==> src/rtl/game_pkg.sv <==
// game_pkg: piece-sequencing state enum and default timing constants shared by the game timing blocks
package game_pkg;
  typedef enum logic [1:0] {FALL, LAND, LOCK, SETTLE} drop_state_t;
  localparam int DEF_BASE_PERIOD = 10_000_000;
  localparam int DEF_STEP        = 800_000;
  localparam int DEF_MIN_PERIOD  = 500_000;
  localparam int DEF_SOFT_PERIOD = 1_000_000;
  localparam int DEF_LOCK_TICKS  = 2;
  localparam int DEF_MAX_RESETS  = 15;
  localparam int DEF_CNT_W       = 32;
endpackage

==> src/rtl/drop_scheduler_if.sv <==
// drop_scheduler_if: control inputs and fall/lock/spawn outputs between game logic and the drop scheduler
interface drop_scheduler_if;
  logic       pause;
  logic [3:0] level;
  logic       soft_drop;
  logic       hard_drop;
  logic       grounded;
  logic       piece_moved;
  logic       lock_ack;
  logic       clear_busy;
  logic       fall;
  logic       lock_req;
  logic       spawn;
  modport master (
    output pause, level, soft_drop, hard_drop, grounded, piece_moved, lock_ack, clear_busy,
    input  fall, lock_req, spawn
  );
  modport slave (
    input  pause, level, soft_drop, hard_drop, grounded, piece_moved, lock_ack, clear_busy,
    output fall, lock_req, spawn
  );
endinterface

==> src/rtl/drop_scheduler_tick_counter.sv <==
// tick_counter: free-running period counter that ticks once cnt reaches period-1 and then wraps to 0
module tick_counter #(
  parameter int CNT_W = 32
) (
  input  logic             clk,
  input  logic             rst_n,
  input  logic             en,
  input  logic             clr,
  input  logic [CNT_W-1:0] period,
  output logic             tick
);
  logic [CNT_W-1:0] cnt;
  // >= rather than == so a period that shrinks below cnt ticks next cycle instead of wrapping
  assign tick = en && cnt >= period - CNT_W'(1);
  // count enabled cycles, wrap on tick, forced clear wins
  always_ff @(posedge clk or negedge rst_n)
    if (!rst_n) cnt <= '0;
    else if (clr) cnt <= '0;
    else if (en) cnt <= tick ? '0 : cnt + CNT_W'(1);
endmodule

==> src/rtl/drop_scheduler.sv <==
// drop_scheduler: level-dependent gravity, lock delay and lock/spawn sequencing for the active piece
module drop_scheduler
  import game_pkg::*;
#(
  parameter int BASE_PERIOD = DEF_BASE_PERIOD,
  parameter int STEP        = DEF_STEP,
  parameter int MIN_PERIOD  = DEF_MIN_PERIOD,
  parameter int SOFT_PERIOD = DEF_SOFT_PERIOD,
  parameter int LOCK_TICKS  = DEF_LOCK_TICKS,
  parameter int MAX_RESETS  = DEF_MAX_RESETS,
  parameter int CNT_W       = DEF_CNT_W
) (
  input logic            clk,
  input logic            rst_n,
  drop_scheduler_if.slave bus
);
  localparam int PW = CNT_W + 4;
  localparam int LW = $clog2(LOCK_TICKS + 2);
  localparam int RW = $clog2(MAX_RESETS + 2);
  localparam logic [LW-1:0] LT = LW'(LOCK_TICKS);
  localparam logic [RW-1:0] MR = RW'(MAX_RESETS);
  drop_state_t   state, state_n;
  logic [LW-1:0] lock_cnt, lock_cnt_n;
  logic [RW-1:0] resets, resets_n;
  logic [PW-1:0] dec, g, p;
  logic          run, tick, clr, fall_n, spawn_n;
  assign run = !bus.pause;
  // gravity period, clamped to MIN_PERIOD before the subtraction can underflow, capped while soft dropping
  always_comb begin
    dec = PW'(bus.level) * PW'(STEP);
    g   = dec >= PW'(BASE_PERIOD - MIN_PERIOD) ? PW'(MIN_PERIOD) : PW'(BASE_PERIOD) - dec;
    p   = bus.soft_drop && g > PW'(SOFT_PERIOD) ? PW'(SOFT_PERIOD) : g;
  end
  tick_counter #(.CNT_W(CNT_W)) u_tick (
    .clk    (clk),
    .rst_n  (rst_n),
    .en     (run),
    .clr    (clr),
    .period (CNT_W'(p)),
    .tick   (tick)
  );
  // next state: hard_drop beats tick beats piece_moved; lock_ack is honoured even while paused
  always_comb begin
    state_n    = state;
    lock_cnt_n = lock_cnt;
    resets_n   = resets;
    fall_n     = 1'b0;
    spawn_n    = 1'b0;
    clr        = 1'b0;
    case (state)
      FALL, LAND: if (run) begin
        if (bus.hard_drop) state_n = LOCK;
        else if (tick) begin
          if (!bus.grounded) begin
            fall_n  = 1'b1;
            state_n = FALL;
          end else if (state == FALL) begin
            state_n    = LAND;
            lock_cnt_n = '0;
          end else begin
            lock_cnt_n = lock_cnt + LW'(1);
            if (lock_cnt_n == LT) state_n = LOCK;
          end
        end else if (state == LAND && bus.piece_moved && resets < MR) begin
          clr        = 1'b1;
          lock_cnt_n = '0;
          resets_n   = resets + RW'(1);
        end
      end
      LOCK: if (bus.lock_ack) state_n = SETTLE;
      SETTLE: if (run && !bus.clear_busy) begin
        spawn_n    = 1'b1;
        clr        = 1'b1;
        lock_cnt_n = '0;
        resets_n   = '0;
        state_n    = FALL;
      end
      default: state_n = FALL;
    endcase
  end
  // state and registered outputs; lock_req follows the registered state so it drops the cycle after the ack
  always_ff @(posedge clk or negedge rst_n)
    if (!rst_n) begin
      state        <= FALL;
      lock_cnt     <= '0;
      resets       <= '0;
      bus.fall     <= 1'b0;
      bus.lock_req <= 1'b0;
      bus.spawn    <= 1'b0;
    end else begin
      state        <= state_n;
      lock_cnt     <= lock_cnt_n;
      resets       <= resets_n;
      bus.fall     <= fall_n;
      bus.lock_req <= state_n == LOCK;
      bus.spawn    <= spawn_n;
    end
endmodule

==> src/flat_wrapper.sv <==
// flat-port wrapper written by rule: the top's interface ports become plain ports
module drop_scheduler_flat import game_pkg::*;
#(
  parameter int BASE_PERIOD = DEF_BASE_PERIOD,
  parameter int STEP        = DEF_STEP,
  parameter int MIN_PERIOD  = DEF_MIN_PERIOD,
  parameter int SOFT_PERIOD = DEF_SOFT_PERIOD,
  parameter int LOCK_TICKS  = DEF_LOCK_TICKS,
  parameter int MAX_RESETS  = DEF_MAX_RESETS,
  parameter int CNT_W       = DEF_CNT_W
)
  (clk, rst_n, bus_pause, bus_level, bus_soft_drop, bus_hard_drop, bus_grounded, bus_piece_moved, bus_lock_ack, bus_clear_busy, bus_fall, bus_lock_req, bus_spawn);
  drop_scheduler_if bus_i ();
  input logic clk;
  input logic rst_n;
  input wire logic [$bits(bus_i.pause)-1:0] bus_pause;
  input wire logic [$bits(bus_i.level)-1:0] bus_level;
  input wire logic [$bits(bus_i.soft_drop)-1:0] bus_soft_drop;
  input wire logic [$bits(bus_i.hard_drop)-1:0] bus_hard_drop;
  input wire logic [$bits(bus_i.grounded)-1:0] bus_grounded;
  input wire logic [$bits(bus_i.piece_moved)-1:0] bus_piece_moved;
  input wire logic [$bits(bus_i.lock_ack)-1:0] bus_lock_ack;
  input wire logic [$bits(bus_i.clear_busy)-1:0] bus_clear_busy;
  output wire logic [$bits(bus_i.fall)-1:0] bus_fall;
  output wire logic [$bits(bus_i.lock_req)-1:0] bus_lock_req;
  output wire logic [$bits(bus_i.spawn)-1:0] bus_spawn;
  assign bus_i.pause = bus_pause;
  assign bus_i.level = bus_level;
  assign bus_i.soft_drop = bus_soft_drop;
  assign bus_i.hard_drop = bus_hard_drop;
  assign bus_i.grounded = bus_grounded;
  assign bus_i.piece_moved = bus_piece_moved;
  assign bus_i.lock_ack = bus_lock_ack;
  assign bus_i.clear_busy = bus_clear_busy;
  assign bus_fall = bus_i.fall;
  assign bus_lock_req = bus_i.lock_req;
  assign bus_spawn = bus_i.spawn;
  drop_scheduler #(.BASE_PERIOD(BASE_PERIOD), .STEP(STEP), .MIN_PERIOD(MIN_PERIOD), .SOFT_PERIOD(SOFT_PERIOD), .LOCK_TICKS(LOCK_TICKS), .MAX_RESETS(MAX_RESETS), .CNT_W(CNT_W)) u_core (.clk(clk), .rst_n(rst_n), .bus(bus_i));
endmodule
==> config.mk <==
export PLATFORM = sky130hd
export DESIGN_NAME = drop_scheduler_flat
export DESIGN_NICKNAME = d
export VERILOG_FILES = /design/src/rtl/game_pkg.sv /design/src/rtl/drop_scheduler_if.sv /design/src/rtl/drop_scheduler_tick_counter.sv /design/src/rtl/drop_scheduler.sv /design/src/flat_wrapper.sv
export SDC_FILE = /design/constraint.sdc
export NUM_CORES = 1
export LEC_CHECK = 0
export BUFFER_PORTS_ARGS = -buffer_cell sky130_fd_sc_hd__buf_2
export CAP_MARGIN = 30
export CORE_MARGIN = 8
export CORE_UTILIZATION = 25
export DETAILED_ROUTE_END_ITERATION = 7
export PLACE_DENSITY_LB_ADDON = 0.12
export SLEW_MARGIN = 20
export SYNTH_ARGS = -nofsm -noshare
export SYNTH_HDL_FRONTEND = slang
export SYNTH_SLANG_ARGS = --single-unit
export TNS_END_PERCENT = 10
==> constraint.sdc <==
create_clock -name clk -period 2.3 [get_ports clk]
set_clock_uncertainty 0.1 [all_clocks]
set_input_delay 0.46 -clock clk [delete_from_list [all_inputs] [get_ports clk]]
set_output_delay 0.46 -clock clk [all_outputs]
set_load 0.005 [all_outputs]
# ---- Word level (Yosys, flattened, before mapping)
# Index checks and enable logic that the tools add are counted.
dict set report word_totals {
  regBits 44
  in_bits 13
  word_cells 82
}
dict set report classes {
  n_eq_ne 13
  n_reduce_logical 12
  n_mul 1
  addsub 5
  n_mux 40
  order_cmp 4
}
# op n
set ops {}
lappend ops {{32-bit 2-to-1 mux} 4}
lappend ops {{36-bit by 20-bit greater-than comparator with 1-bit output, second input constant} 1}
lappend ops {{36-bit 2-to-1 mux} 1}
lappend ops {{32-bit by 1-bit adder with 32-bit output, second input constant} 1}
lappend ops {{32-bit greater-or-equal comparator} 1}
lappend ops {{32-bit by 1-bit subtractor with 32-bit output, second input constant} 1}
lappend ops {{2-bit 2-to-1 mux} 15}
lappend ops {{5-bit 2-to-1 mux} 5}
lappend ops {{24-bit by 24-bit subtractor with 25-bit output, first input constant} 1}
lappend ops {{24-bit greater-or-equal comparator, second input constant} 1}
lappend ops {{4-bit by 12-bit multiplier with 16-bit output, second input constant} 1}
lappend ops {{6-bit AND reduction} 2}
lappend ops {{1-bit 2-to-1 mux} 11}
lappend ops {{5-bit case mux with 2 select lines} 1}
lappend ops {{2-bit equality test, second input constant} 4}
lappend ops {{2-bit by 1-bit inequality test with 1-bit output, second input constant} 3}
lappend ops {{2-bit inequality test, second input constant} 3}
lappend ops {{2-bit case mux with 3 select lines} 1}
lappend ops {{5-bit by 1-bit adder with 5-bit output, second input constant} 1}
lappend ops {{1-bit logical AND} 5}
lappend ops {{5-bit by 4-bit < comparator with 1-bit output, second input constant} 1}
lappend ops {{2-bit case mux with 2 select lines} 1}
lappend ops {{3-bit by 2-bit inequality test with 1-bit output, second input constant} 1}
lappend ops {{3-bit inequality test, second input constant} 1}
lappend ops {{other kinds (7)} 8}

# ---- Longest topological paths before layout
dict set report logic_depth {
  depth_word 14
  ltp_mapped 28
  mapped_depth_nobuf 23
}

# ---- Hierarchy
# A second synthesis with hierarchy kept.
dict set report unflattened {
  hier_cells 633
  area_unflattened_um2 5310.1
}
# mod n_inst area_per_inst_um2 seq_area_each_um2 cells_per_inst
set by_module_without_submodules {}
lappend by_module_without_submodules {tick_counter 1 3347.0 800.8 397}
lappend by_module_without_submodules {drop_scheduler 1 1963.1 300.3 236}

# ---- Least setup slack after synthesis
# OpenSTA, ideal clock, no wires.
dict set report synth_path {
  path_type {input port to flip-flop}
  startpoint {input port bus_level[2]}
  endpoint {register u_core.lock_cnt[1]}
  t_arrival_ns 5.229
  t_required_ns 2.118
  setup_time_ns 0.082
  path_slack_ns -3.111
  stages 23
  path_cell_list {inv_1 > ha_1 > inv_1 > ha_1 > ha_1 > a21o_1 > a221oi_4 > xnor2_2 > o21ba_4 > a21o_2 > a211oi_4 > o311ai_4 > and3_1 > ha_1 > a21o_1 > a21oi_1 > nor3_1 > o21ai_0 > o211ai_1 > nor3_1 > clkbuf_1 > mux2_2 > o22ai_1}
}
dict set report synth_between {
  elab_chain_len 13
  elab_cells_between_ends 17
  classes_between {2 x add/sub; 1 x mul; 3 x order compare; 2 x eq/ne; 6 x mux; 3 x reduce/logical}
}
# element line_no
set synth_rtl {}
lappend synth_rtl {{start, declared} flat_wrapper.sv:17} ;# input wire logic [$bits(bus_i.level)-1:0] bus_level;
lappend synth_rtl {{4-bit by 12-bit multiplier with 16-bit output *} drop_scheduler.sv:30} ;# dec = PW'(bus.level) * PW'(STEP);
lappend synth_rtl {{24-bit by 24-bit subtractor with 25-bit output or 24-bit greater-or-equal comparator (tied branches)} drop_scheduler.sv:31} ;# g = dec >= PW'(BASE_PERIOD - MIN_PERIOD) ? PW'(MIN_PERIOD) : PW'(BASE_PERIOD) - dec;
lappend synth_rtl {{36-bit 2-to-1 mux *} drop_scheduler.sv:31}
lappend synth_rtl {{36-bit by 20-bit greater-than comparator with 1-bit output} drop_scheduler.sv:32} ;# p = bus.soft_drop && g > PW'(SOFT_PERIOD) ? PW'(SOFT_PERIOD) : g;
lappend synth_rtl {{1-bit logical AND} drop_scheduler.sv:32}
lappend synth_rtl {{32-bit 2-to-1 mux *} drop_scheduler.sv:32}
lappend synth_rtl {{32-bit by 1-bit subtractor with 32-bit output *} drop_scheduler_tick_counter.sv:14} ;# assign tick = en && cnt >= period - CNT_W'(1);
lappend synth_rtl {{32-bit greater-or-equal comparator *} drop_scheduler_tick_counter.sv:14}
lappend synth_rtl {{1-bit logical AND *} drop_scheduler_tick_counter.sv:14}
lappend synth_rtl {{2-bit 2-to-1 mux} drop_scheduler.sv:53} ;# else if (tick) begin
lappend synth_rtl {{2-bit 2-to-1 mux} drop_scheduler.sv:52} ;# if (bus.hard_drop) state_n = LOCK;
lappend synth_rtl {{2-bit 2-to-1 mux} drop_scheduler.sv:51} ;# FALL, LAND: if (run) begin
lappend synth_rtl {{2-bit case mux with 2 select lines} drop_scheduler.sv:50} ;# case (state)
lappend synth_rtl {{end signal, assigned} drop_scheduler.sv:92} ;# lock_cnt <= lock_cnt_n;
lappend synth_rtl {{end, declared} drop_scheduler.sv:23} ;# logic [LW-1:0] lock_cnt, lock_cnt_n;
# Mark *: on every way between the ends. The rest lies on a longest branch, timed or not. The select of a mux whose other input is x is not followed.
# A chain may end at the register's enable or synchronous reset.

# ---- Worst setup path after layout
dict set report layout_path {
  startpoint {input port bus_level[1]}
  endpoint {register u_core.lock_cnt[0]}
}
# Same word-level chain as after synthesis.

==> impl_metrics.json <==
{
  "status": "finished with violations",
  "violations": "setup timing",
  "gp_congestion": 0.754,
  "postRouteAntennaNets": 0,
  "clockBufferDepth": 2,
  "antenna_found_initial": 0,
  "wl_met1_mm": 5.44,
  "cts_tree": "built",
  "powerDensity_nw_per_um2": 628,
  "drive_above_1_share_pct": 37.1,
  "p_total_mw": 3.70,
  "critPathBufInv": 2,
  "worstMarginPinSlew_ns": 0.521,
  "wire_per_inst_um": 13.5,
  "finalMaxSlewViolations": 0,
  "fin_crit_ns": 5.28,
  "cp.required_ns": 2.41,
  "nFillCells": 1678,
  "max_slew_margin_pct": 65.3,
  "dieArea_um2": 20500,
  "final_common_cell": "buf_4",
  "crit_type": "input port to flop",
  "fp.dieW_um": 143,
  "place_ws_ns": -3.50,
  "hold_buffers": 0,
  "port_buffers": 15,
  "rows": 46,
  "overflow": 0,
  "dpl.hpwl_mm": 8.68,
  "first_global_vias": 3898,
  "wl_mm": 10.9,
  "final_nets": 646,
  "wl_met2_mm": 5.21,
  "cts_buffers": 5,
  "drtIter0Drc": 139,
  "cts.sinks": 44,
  "antenna_cells": 0,
  "crit_fanout": 5,
  "worstPathCellList": "buf_8, ha_4, xor2_2, ha_2, a21o_1, ha_4, a31o_4, a221oi_4, or4_4, a211oi_4, a21boi_4, xor2_4, o311ai_4, and3_4, ha_4, a21o_1, a21oi_2, nor3_2, o21ai_1, o211ai_1, nor3_4, buf_12, mux2_4, mux2i_1",
  "drt-pass1-iter-count": 4,
  "r2r-end": "u_core.lock_cnt[0]",
  "synth_edf_count": 0,
  "fp.dieH_um": 143,
  "synth_seq_area_share_pct": 27.2,
  "grtUsageTotal_pct": 11.2,
  "startpoint_type": "input port",
  "timing.final.ws_setup_ns": -2.98,
  "r2r_cells": 10,
  "hold_viol": 0,
  "cp_top_family": "compound AO/OA/AOI/OAI gates",
  "top_layer_used": "met4",
  "worstReg2RegStart": "u_core.u_tick.cnt[29]",
  "synthArstFlopShare_pct": 100,
  "setup_violations": 43,
  "via_count": 3675,
  "leakagePower_nw": 2.79,
  "syn_to_final_growth_pct": 45.8,
  "rsz0062_at_grt": "true",
  "core_region_area_um2": 15900,
  "fmax_mhz": 189,
  "route.met3.wl_um": 132,
  "ys_ff_latch": 44,
  "htree_levels": 2,
  "path_common_cell": "ha_4",
  "path_clk_slew_ns": 0.07,
  "ff2ff_setup_slack_ns": -0.42,
  "slowest_delay_ns": 0.45,
  "drv_cap": 0,
  "cts_root_buffer": "clkbuf_16",
  "start_util_pct": 25.5,
  "clk_latency_ns": 0.29,
  "cp_slowest_cell": "or4_4",
  "netlist_instances": 450,
  "period_share_pct": 230,
  "io_pins": 16,
  "hold_class": "input port to asynchronous set/reset pin",
  "grt_max_degree": 30,
  "endpoint_kind": "flop",
  "synth_area_um2": 4050,
  "synth_area_per_cell_um2": 9.00,
  "drc": 0,
  "vias_per_cell": 4.58,
  "ir_worst_vdd_mv": 0.293,
  "synthFlopType": "dfrtp_1",
  "grt_pass1_wl_mm": 18.9,
  "layout_common_cells": "buf_4, nor2_1, dfrtp_1",
  "yosys_warnings": 0,
  "synthDistinctLibCells": 72,
  "arrival_ns": 5.39
}
## power by group
part / total [mW] / leakage (nW) / internal (mW) / switching (mW)
Sequential: 0.935 / 0.596 / 0.867 / 0.0679
Combinational: 1.96 / 2.11 / 1.02 / 0.938
Clock: 0.813 / 0.0808 / 0.511 / 0.301
## routing by layer
metal | vias to the layer above | track usage, %
met5 | - | 0
met4 | 0 | 1.88
met3 | 6 | 1.74
met2 | 20 | 18.6
met1 | 1760 | 15.1
li1 | 1889 | -
## cells by family after synthesis
kind of cell / synth area share (%)
adder cells (fa/ha/maj): 14.5
AND/OR/NAND/NOR: 23.2
flip-flops: 27.2
XOR/XNOR: 11.6
buffers and inverters: 3.18
other: 0.0926
multiplexers: 1.82
AO/OA/AOI/OAI: 18.4
## synthesized netlist by cell type, types with 3 or more instances
cell	instances	area, µm²
buf_6	3	33.8
a21oi_1	23	115
nand4_1	13	81.3
dfrtp_1	44	1100
nor2_1	49	184
xor2_1	26	228
nor2b_1	8	50.1
nor3_1	9	45.0
mux2i_1	4	40.0
and2_1	8	50.1
xnor2_1	19	166
a21o_1	13	97.6
o211ai_1	4	30.0
o21ai_0	11	55.1
nand2b_1	3	18.8
or3_1	6	37.5
ha_1	47	588
clkbuf_1	11	41.3
and4_1	7	61.3
nand2_1	38	143
mux2_2	3	33.8
and3_1	16	100
inv_1	10	37.5
a31oi_1	5	31.3
nand3_1	14	70.1
## repair_timing
action,4_1_cts,5_1_grt
resized for setup,28,31
setup endpoints to repair,43,43
buffers inserted,7,8
pin swaps,27,20
gates cloned,2,0
## through the flow
stage | setup TNS, ns | hold WS, ns | cell area [µm²] | std cells | util (%)
finish | -123.58 | 0.0466 | 5900 | 803 | 37.2
global route | -132.64 | 0.0885 | 5900 | 803 | 37.2
CTS | -123.94 | 0.0688 | 5710 | 795 | 35.9
detailed placement | -143.38 | 0.377 | 5330 | 780 | 33.5
global placement | -140.63 | 0.367 | 5330 | 780 | 33.5
floorplan | -106.91 | 0.0644 | 4260 | 457 | -
## area by class of cell
class	count	area, µm²	area share (%)
Multi-Input combinational cell	387	3240	55.0
Sequential cell	44	1100	18.7
Timing Repair Buffer	137	1080	18.3
Tap cell	216	270	4.58
Clock buffer	6	129	2.18
Inverter	11	41.3	0.699
Clock inverter	2	35.0	0.593
## registers in the layout, summed over array words and instances, names as in the netlist
signal               count
u_core.bus.fall          1
u_core.bus.lock_req      1
u_core.bus.spawn         1
u_core.lock_cnt          2
u_core.resets            5
u_core.state             2
u_core.u_tick.cnt       32
## worst max-delay path by stage
stage	depth (start not counted)	endpoint	slack (ns)	startpoint
5_1_grt	27	u_core.lock_cnt[0]	-3.22	bus_level[1]
4_1_cts	24	u_core.lock_cnt[0]	-3.01	bus_level[3]
3_5_place_dp	24	u_core.lock_cnt[0]	-3.50	bus_level[3]
6_report	24	u_core.lock_cnt[0]	-2.98	bus_level[1]
3_3_place_gp	24	u_core.lock_cnt[1]	-3.41	bus_level[3]
2_1_floorplan	24	u_core.lock_cnt[1]	-2.69	bus_level[1]
Power figures use the tool's default switching activity.
